$ cat src/rtl/bit_serializer_pkg.sv
// Shared types and sizing helpers for the bit serializer.
// Imported by the top level and the PISO shift register.
package bit_serializer_pkg;

  typedef enum logic {
    ST_IDLE  = 1'b0,
    ST_SHIFT = 1'b1
  } state_t;

  localparam int DEF_WIDTH = 8;
  localparam int DEF_CNT_W = $clog2(DEF_WIDTH);

  function automatic int cnt_width(input int w);
    return (w < 2) ? 1 : $clog2(w);
  endfunction

endpackage

$ cat src/rtl/bit_serializer_piso.sv
// Parallel-load, shift-one register with selectable bit order.
// Exposes the first bit of the load value and the bit after a shift.
module shift_reg_piso
  import bit_serializer_pkg::*;
#(
  parameter int WIDTH     = 8,
  parameter bit MSB_FIRST = 1'b1
) (
  input  logic             clk,
  input  logic             reset,
  input  logic             load,
  input  logic             shift,
  input  logic [WIDTH-1:0] d,
  output logic             first,
  output logic             nxt
);

  logic [WIDTH-1:0] q;

  always_ff @(posedge clk) begin
    if (reset) begin
      q <= '0;
    end else if (load) begin
      q <= d;
    end else if (shift) begin
      if (MSB_FIRST) q <= {q[WIDTH-2:0], 1'b0};
      else           q <= {1'b0, q[WIDTH-1:1]};
    end
  end

  assign first = MSB_FIRST ? d[WIDTH-1] : d[0];
  assign nxt   = MSB_FIRST ? q[WIDTH-2] : q[1];

endmodule

$ cat src/rtl/bit_serializer.sv
// Word-to-bit serializer with a one-word holding register.
// Streams gap-free at one bit per clock; idles at IDLE_BIT.
module bit_serializer
  import bit_serializer_pkg::*;
#(
  parameter int WIDTH     = 8,
  parameter bit MSB_FIRST = 1'b1,
  parameter bit IDLE_BIT  = 1'b0
) (
  input  logic             clk,
  input  logic             reset,
  input  logic [WIDTH-1:0] data_in,
  input  logic             data_valid,
  output logic             data_ready,
  output logic             dout,
  output logic             dout_valid,
  output logic             frame_start,
  output logic             busy
);

  localparam int            CW   = cnt_width(WIDTH);
  localparam logic [CW-1:0] LAST = CW'(WIDTH - 1);

  state_t           state, state_n;
  logic [CW-1:0]    cnt, cnt_n;
  logic [WIDTH-1:0] hold, load_val;
  logic             hold_full;
  logic             xfer, last;
  logic             load, shift;
  logic             hold_wr, hold_clr;
  logic             first_bit, nxt_bit;
  logic             dout_n, valid_n, fs_n;

  assign data_ready = !reset && !hold_full;
  assign xfer       = data_valid && data_ready;
  assign last       = (state == ST_SHIFT) && (cnt == LAST);
  assign busy       = (state == ST_SHIFT) || hold_full;

  always_comb begin
    state_n  = state;
    cnt_n    = cnt;
    load     = 1'b0;
    shift    = 1'b0;
    load_val = data_in;
    hold_wr  = 1'b0;
    hold_clr = 1'b0;
    unique case (state)
      ST_IDLE: begin
        if (xfer) begin
          load    = 1'b1;
          cnt_n   = '0;
          state_n = ST_SHIFT;
        end
      end
      ST_SHIFT: begin
        if (last) begin
          cnt_n = '0;
          // A held word drains ahead of any bypass load
          if (hold_full) begin
            load     = 1'b1;
            load_val = hold;
            hold_clr = 1'b1;
          end else if (xfer) begin
            load = 1'b1;
          end else begin
            state_n = ST_IDLE;
          end
        end else begin
          shift   = 1'b1;
          cnt_n   = cnt + CW'(1);
          hold_wr = xfer;
        end
      end
      default: state_n = ST_IDLE;
    endcase
  end

  always_comb begin
    dout_n  = IDLE_BIT;
    valid_n = load || shift;
    fs_n    = load;
    if (load)       dout_n = first_bit;
    else if (shift) dout_n = nxt_bit;
  end

  shift_reg_piso #(
    .WIDTH     (WIDTH),
    .MSB_FIRST (MSB_FIRST)
  ) u_piso (
    .clk   (clk),
    .reset (reset),
    .load  (load),
    .shift (shift),
    .d     (load_val),
    .first (first_bit),
    .nxt   (nxt_bit)
  );

  always_ff @(posedge clk) begin
    if (reset) begin
      state       <= ST_IDLE;
      cnt         <= '0;
      hold        <= '0;
      hold_full   <= 1'b0;
      dout        <= IDLE_BIT;
      dout_valid  <= 1'b0;
      frame_start <= 1'b0;
    end else begin
      state       <= state_n;
      cnt         <= cnt_n;
      dout        <= dout_n;
      dout_valid  <= valid_n;
      frame_start <= fs_n;
      if (hold_wr) begin
        hold      <= data_in;
        hold_full <= 1'b1;
      end else if (hold_clr) begin
        hold_full <= 1'b0;
      end
    end
  end

endmodule

$ cat config.mk
export PLATFORM = sky130hd
export DESIGN_NAME = bit_serializer
export DESIGN_NICKNAME = d
export VERILOG_FILES = /design/src/rtl/bit_serializer_pkg.sv /design/src/rtl/bit_serializer_piso.sv /design/src/rtl/bit_serializer.sv
export SDC_FILE = /design/constraint.sdc
export NUM_CORES = 1
export LEC_CHECK = 0
export ABC_AREA = 1
export CAP_MARGIN = 20
export CORE_UTILIZATION = 50
export CTS_CLUSTER_DIAMETER = 200
export CTS_CLUSTER_SIZE = 28
export DETAILED_ROUTE_END_ITERATION = 10
export PLACE_DENSITY_LB_ADDON = 0.12
export SKIP_LAST_GASP = 1
export SLEW_MARGIN = 20
export SYNTH_ARGS = -nofsm -noshare
export SYNTH_HDL_FRONTEND = slang
export SYNTH_SLANG_ARGS = --single-unit
$ cat constraint.sdc
create_clock -name clk -period 2.7 [get_ports clk]
set_input_delay 0.27 -clock clk [delete_from_list [all_inputs] [get_ports clk]]
set_output_delay 0.27 -clock clk [all_outputs]
set_load 0.01 [all_outputs]
==> impl_results.md <==
* Outcome: complete, no violations
* Rows at 16
* Final design area excluding fillers at 1275 um^2
* Post-Synth Simple-Gate Area at 37.88%
* Largest net degree at the start of global routing at 19
* Vias per Instance at 5.051
* RSZ-0062 raised after global routing: no
* Remaining Overflow, GRT at 0
* Number of register bits inferred by synthesis at 23
* Synth area leader: sky130_fd_sc_hd__dfxtp_1
* Proportion of layout cells with a drive suffix above 1 at 10.53%
* CP Cell Sequence: clkdlybuf4s50_1, nor2_4, clkdlybuf4s50_1
* Worst Hold Path EP: cnt[0]$_SDFFE_PP0P_
* Synthesized area per cell at 7.017 um^2
* Category of the critical setup timing path: in -> out
* Slowest stage delay, CP at 550 ps
* Number of different library cells in the post-synthesis netlist at 17
* I/O Buffers at 15
* Final weighted congestion in routability-driven placement at 0.7907
* Clock-pin slew of the registers on the worst-case setup and hold paths at 110 ps
* PnR worst setup slack at 884.8 ps
* Number of cells produced by synthesis at 153
* Core region area at 1982 um^2
* R2R Path Start: cnt[0]$_SDFFE_PP0P_
* Number of buffers created by CTS at 3
* Routed Antenna Nets at 0
* Highest metal layer with signal wires: met4
* Sum of routed wire segments on met1 at 1.041 mm
* Xor/xnor cell area share of the yosys netlist at 0%
* First-pass detailed-route iteration total at 4
* Initial core utilization at 54.17%
* Class of the worst hold path: reg -> reg
* Count of cells along the worst register-to-register path at 10
* Number of levels in the clock H-tree at 1
* Portion of synthesized cell area occupied by the leading cell type at 42.89%
* Count of pins over their slew limit at 0
* Depth of the worst hold-timing path at 1
* Die height at 48.34 um
* Capturing element type of the critical path: output port
* Chip Width at 48.34 um
* Max capacitance violation total at 0
* Final period utilization at 67.23%
* Count of yosys warnings during synthesis at 0
* Total count of hold-check failures in the final report at 0
* Static Leak at 0.6311 nW
* Total I/O pin count at 16
* Required arrival time at the worst endpoint at 2430 ps
* Crit path top cell by count: sky130_fd_sc_hd__clkdlybuf4s50_1
* Routed wire length on met2 at 1.064 mm
* CP Data Arrival Time at 1550 ps
* End of the worst register-to-register path: dout$_SDFF_PP0_
* Post-Syn Area at 1074 um^2
* VDD IR max at 0.0003186 V
* Vias in the first global route at 946
* Worst Clk Skew at 4.436 ps
* Setup TNS at 0 ps
* Main combinational cell family by area after synthesis: simple AND/OR/NAND/NOR gates
* Vias at 1000
* Minimum setup slack among reg-to-reg paths at 1080 ps
* First-pass GRT wire length at 3.808 mm
* Number of buffers inserted to repair setup after CTS at 0
* Most instantiated cells after synthesis: 47 x sky130_fd_sc_hd__nand2_1, 23 x sky130_fd_sc_hd__dfxtp_1, 17 x sky130_fd_sc_hd__nand3_1, 17 x sky130_fd_sc_hd__nor2_1, 13 x sky130_fd_sc_hd__inv_1
* Die Footprint at 2336 um^2
* Area growth, synth to finish at 18.76%
* Share of the synthesized area in compound gates (AO/OA/AOI/OAI) at 9.441%
* Number of enable-type register cells in the synthesized netlist at 0
* Worst-case clock buffer depth at 2
* Kind of launch point of the worst setup path: input pin
* Count of final setup violators at 0
* Most common cell in the synthesized netlist: sky130_fd_sc_hd__nand2_1
* Initial antenna violation count at 0
* Inserted Diodes at 0
* Detailed-placement wirelength estimate at 1.617 mm
* DR iter-0 viols at 22
* Later-pin clock latency in the skew report at 300 ps
* Remaining design rule violation count at 0
* Global Route Usage Sum at 20.32%
* Peak fanout along the critical path at 6
* Met3 layer wire length in the routed design at 67 um
* Tightest Pin Transition at 534.1 ps
* Post-placement worst setup slack at 892.5 ps
* Count of hold buffers inserted by post-cts repair at 0
* Post-Route WL at 2.184 mm
* Max frequency at 550.9 MHz
* Final nets at 185
* Period minus WS final at 1815 ps
* Mux share of post-synthesis cell area at 0%
* Adder-cell area share of the yosys netlist at 2.331%
* Cell chosen for the clock root: sky130_fd_sc_hd__clkbuf_4
* Placement-stage cell area at 1249 um^2
* CTS Sinks at 23
* Worst path slowest cell: sky130_fd_sc_hd__clkdlybuf4s50_1
* Synth Net Count at 166
* Most used DFF post-synth: sky130_fd_sc_hd__dfxtp_1
* Leading post-synthesis cells by cell area: sky130_fd_sc_hd__dfxtp_1 43%, sky130_fd_sc_hd__nand2_1 16%, sky130_fd_sc_hd__nand3_1 7.9%
* Worst slew slack as a fraction of its limit at 64.35%
* Hold Crit Start: cnt[0]$_SDFFE_PP0P_
* Clock tree from TritonCTS: done
* Count of instances resized after the clock tree is built at 0
* Fraction of the yosys area taken by sequential cells at 42.89%
* Post-synthesis async set-or-reset flop share at 0%
* Post-DR wirelength/cell at 11.03 um
* Areal power density over the cells at 478.4 nW/um^2
[critical path: cells and delay by family]
kind          cells  cell delay [ps]
buf+inv           2             1090
simple gates      1              180
[state kept, by name, summed over array words and instances, names as in the netlist]
name	flops
cnt	3
dout	1
u_piso.q	7
hold	8
frame_start	1
hold_full	1
state	1
dout_valid	1
[where the power goes]
group | switching (mW) | internal [mW] | total, mW
logic | 0.0529 | 0.0428 | 0.0957
registers | 0.00879 | 0.355 | 0.364
clock network | 0.0927 | 0.0575 | 0.150
[layout by cell type, fill, tap and decap left out, types with 4 or more instances in the layout]
| cell | Yosys | routed |
|---|---|---|
| sky130_fd_sc_hd__clkdlybuf4s50_1 | 0 | 15 |
| sky130_fd_sc_hd__o21ai_1 | 6 | 6 |
| sky130_fd_sc_hd__o21ai_0 | 6 | 6 |
| sky130_fd_sc_hd__nor2_1 | 17 | 17 |
| sky130_fd_sc_hd__nand3_1 | 17 | 17 |
| sky130_fd_sc_hd__a21oi_1 | 6 | 6 |
| sky130_fd_sc_hd__dfxtp_1 | 23 | 23 |
| sky130_fd_sc_hd__inv_2 | 4 | 4 |
| sky130_fd_sc_hd__inv_1 | 13 | 13 |
| sky130_fd_sc_hd__nand2_1 | 47 | 47 |
[per-stage QoR]
stage	cells	hold slack, ps	utilization, %	power, mW
after floorplan	153	339.1	-	0.4259
final	198	477.4	64.33	0.6099
after global routing	198	515.3	64.33	0.6421
after global placement	194	452.4	63.01	0.4632
after CTS	198	477.1	64.33	0.6145
after detailed placement	194	457.0	63.01	0.4667
[worst max-delay path by stage]
stage	from	to	slack, ps	cells past startpoint
global placement	reset	data_ready	910	3
CTS	reset	data_ready	890	3
global route	reset	data_ready	840	3
detailed placement	reset	data_ready	890	3
finish	reset	data_ready	880	3
floorplan	cnt[0]$_SDFFE_PP0P_	dout$_SDFF_PP0_	1300	8
[metal layers]
layer	GRT usage, %	vias up
met4	2.941	0
met2	38.73	14
met5	0	-
met3	4.403	4
li1	-	521
met1	23.48	461
[area by class of cell]
class,instances,area [um^2]
fill,171,706.9
multi-input combinational,111,533.0
sequential,23,460.4
timing repair buffer,16,157.7
inverter,17,63.81
tap,27,33.78
clock buffer,4,26.28
[kinds of logic (layout without fill, tap and decap cells)]
logic type,after synthesis,count (layout)
buffers and inverters,19,37
and+or+nand+nor,90,90
adders and majority gates,2,2
AOI/OAI and AO/OA,19,19
DFF,23,23
No activity file was read; power rests on OpenSTA's default activity.
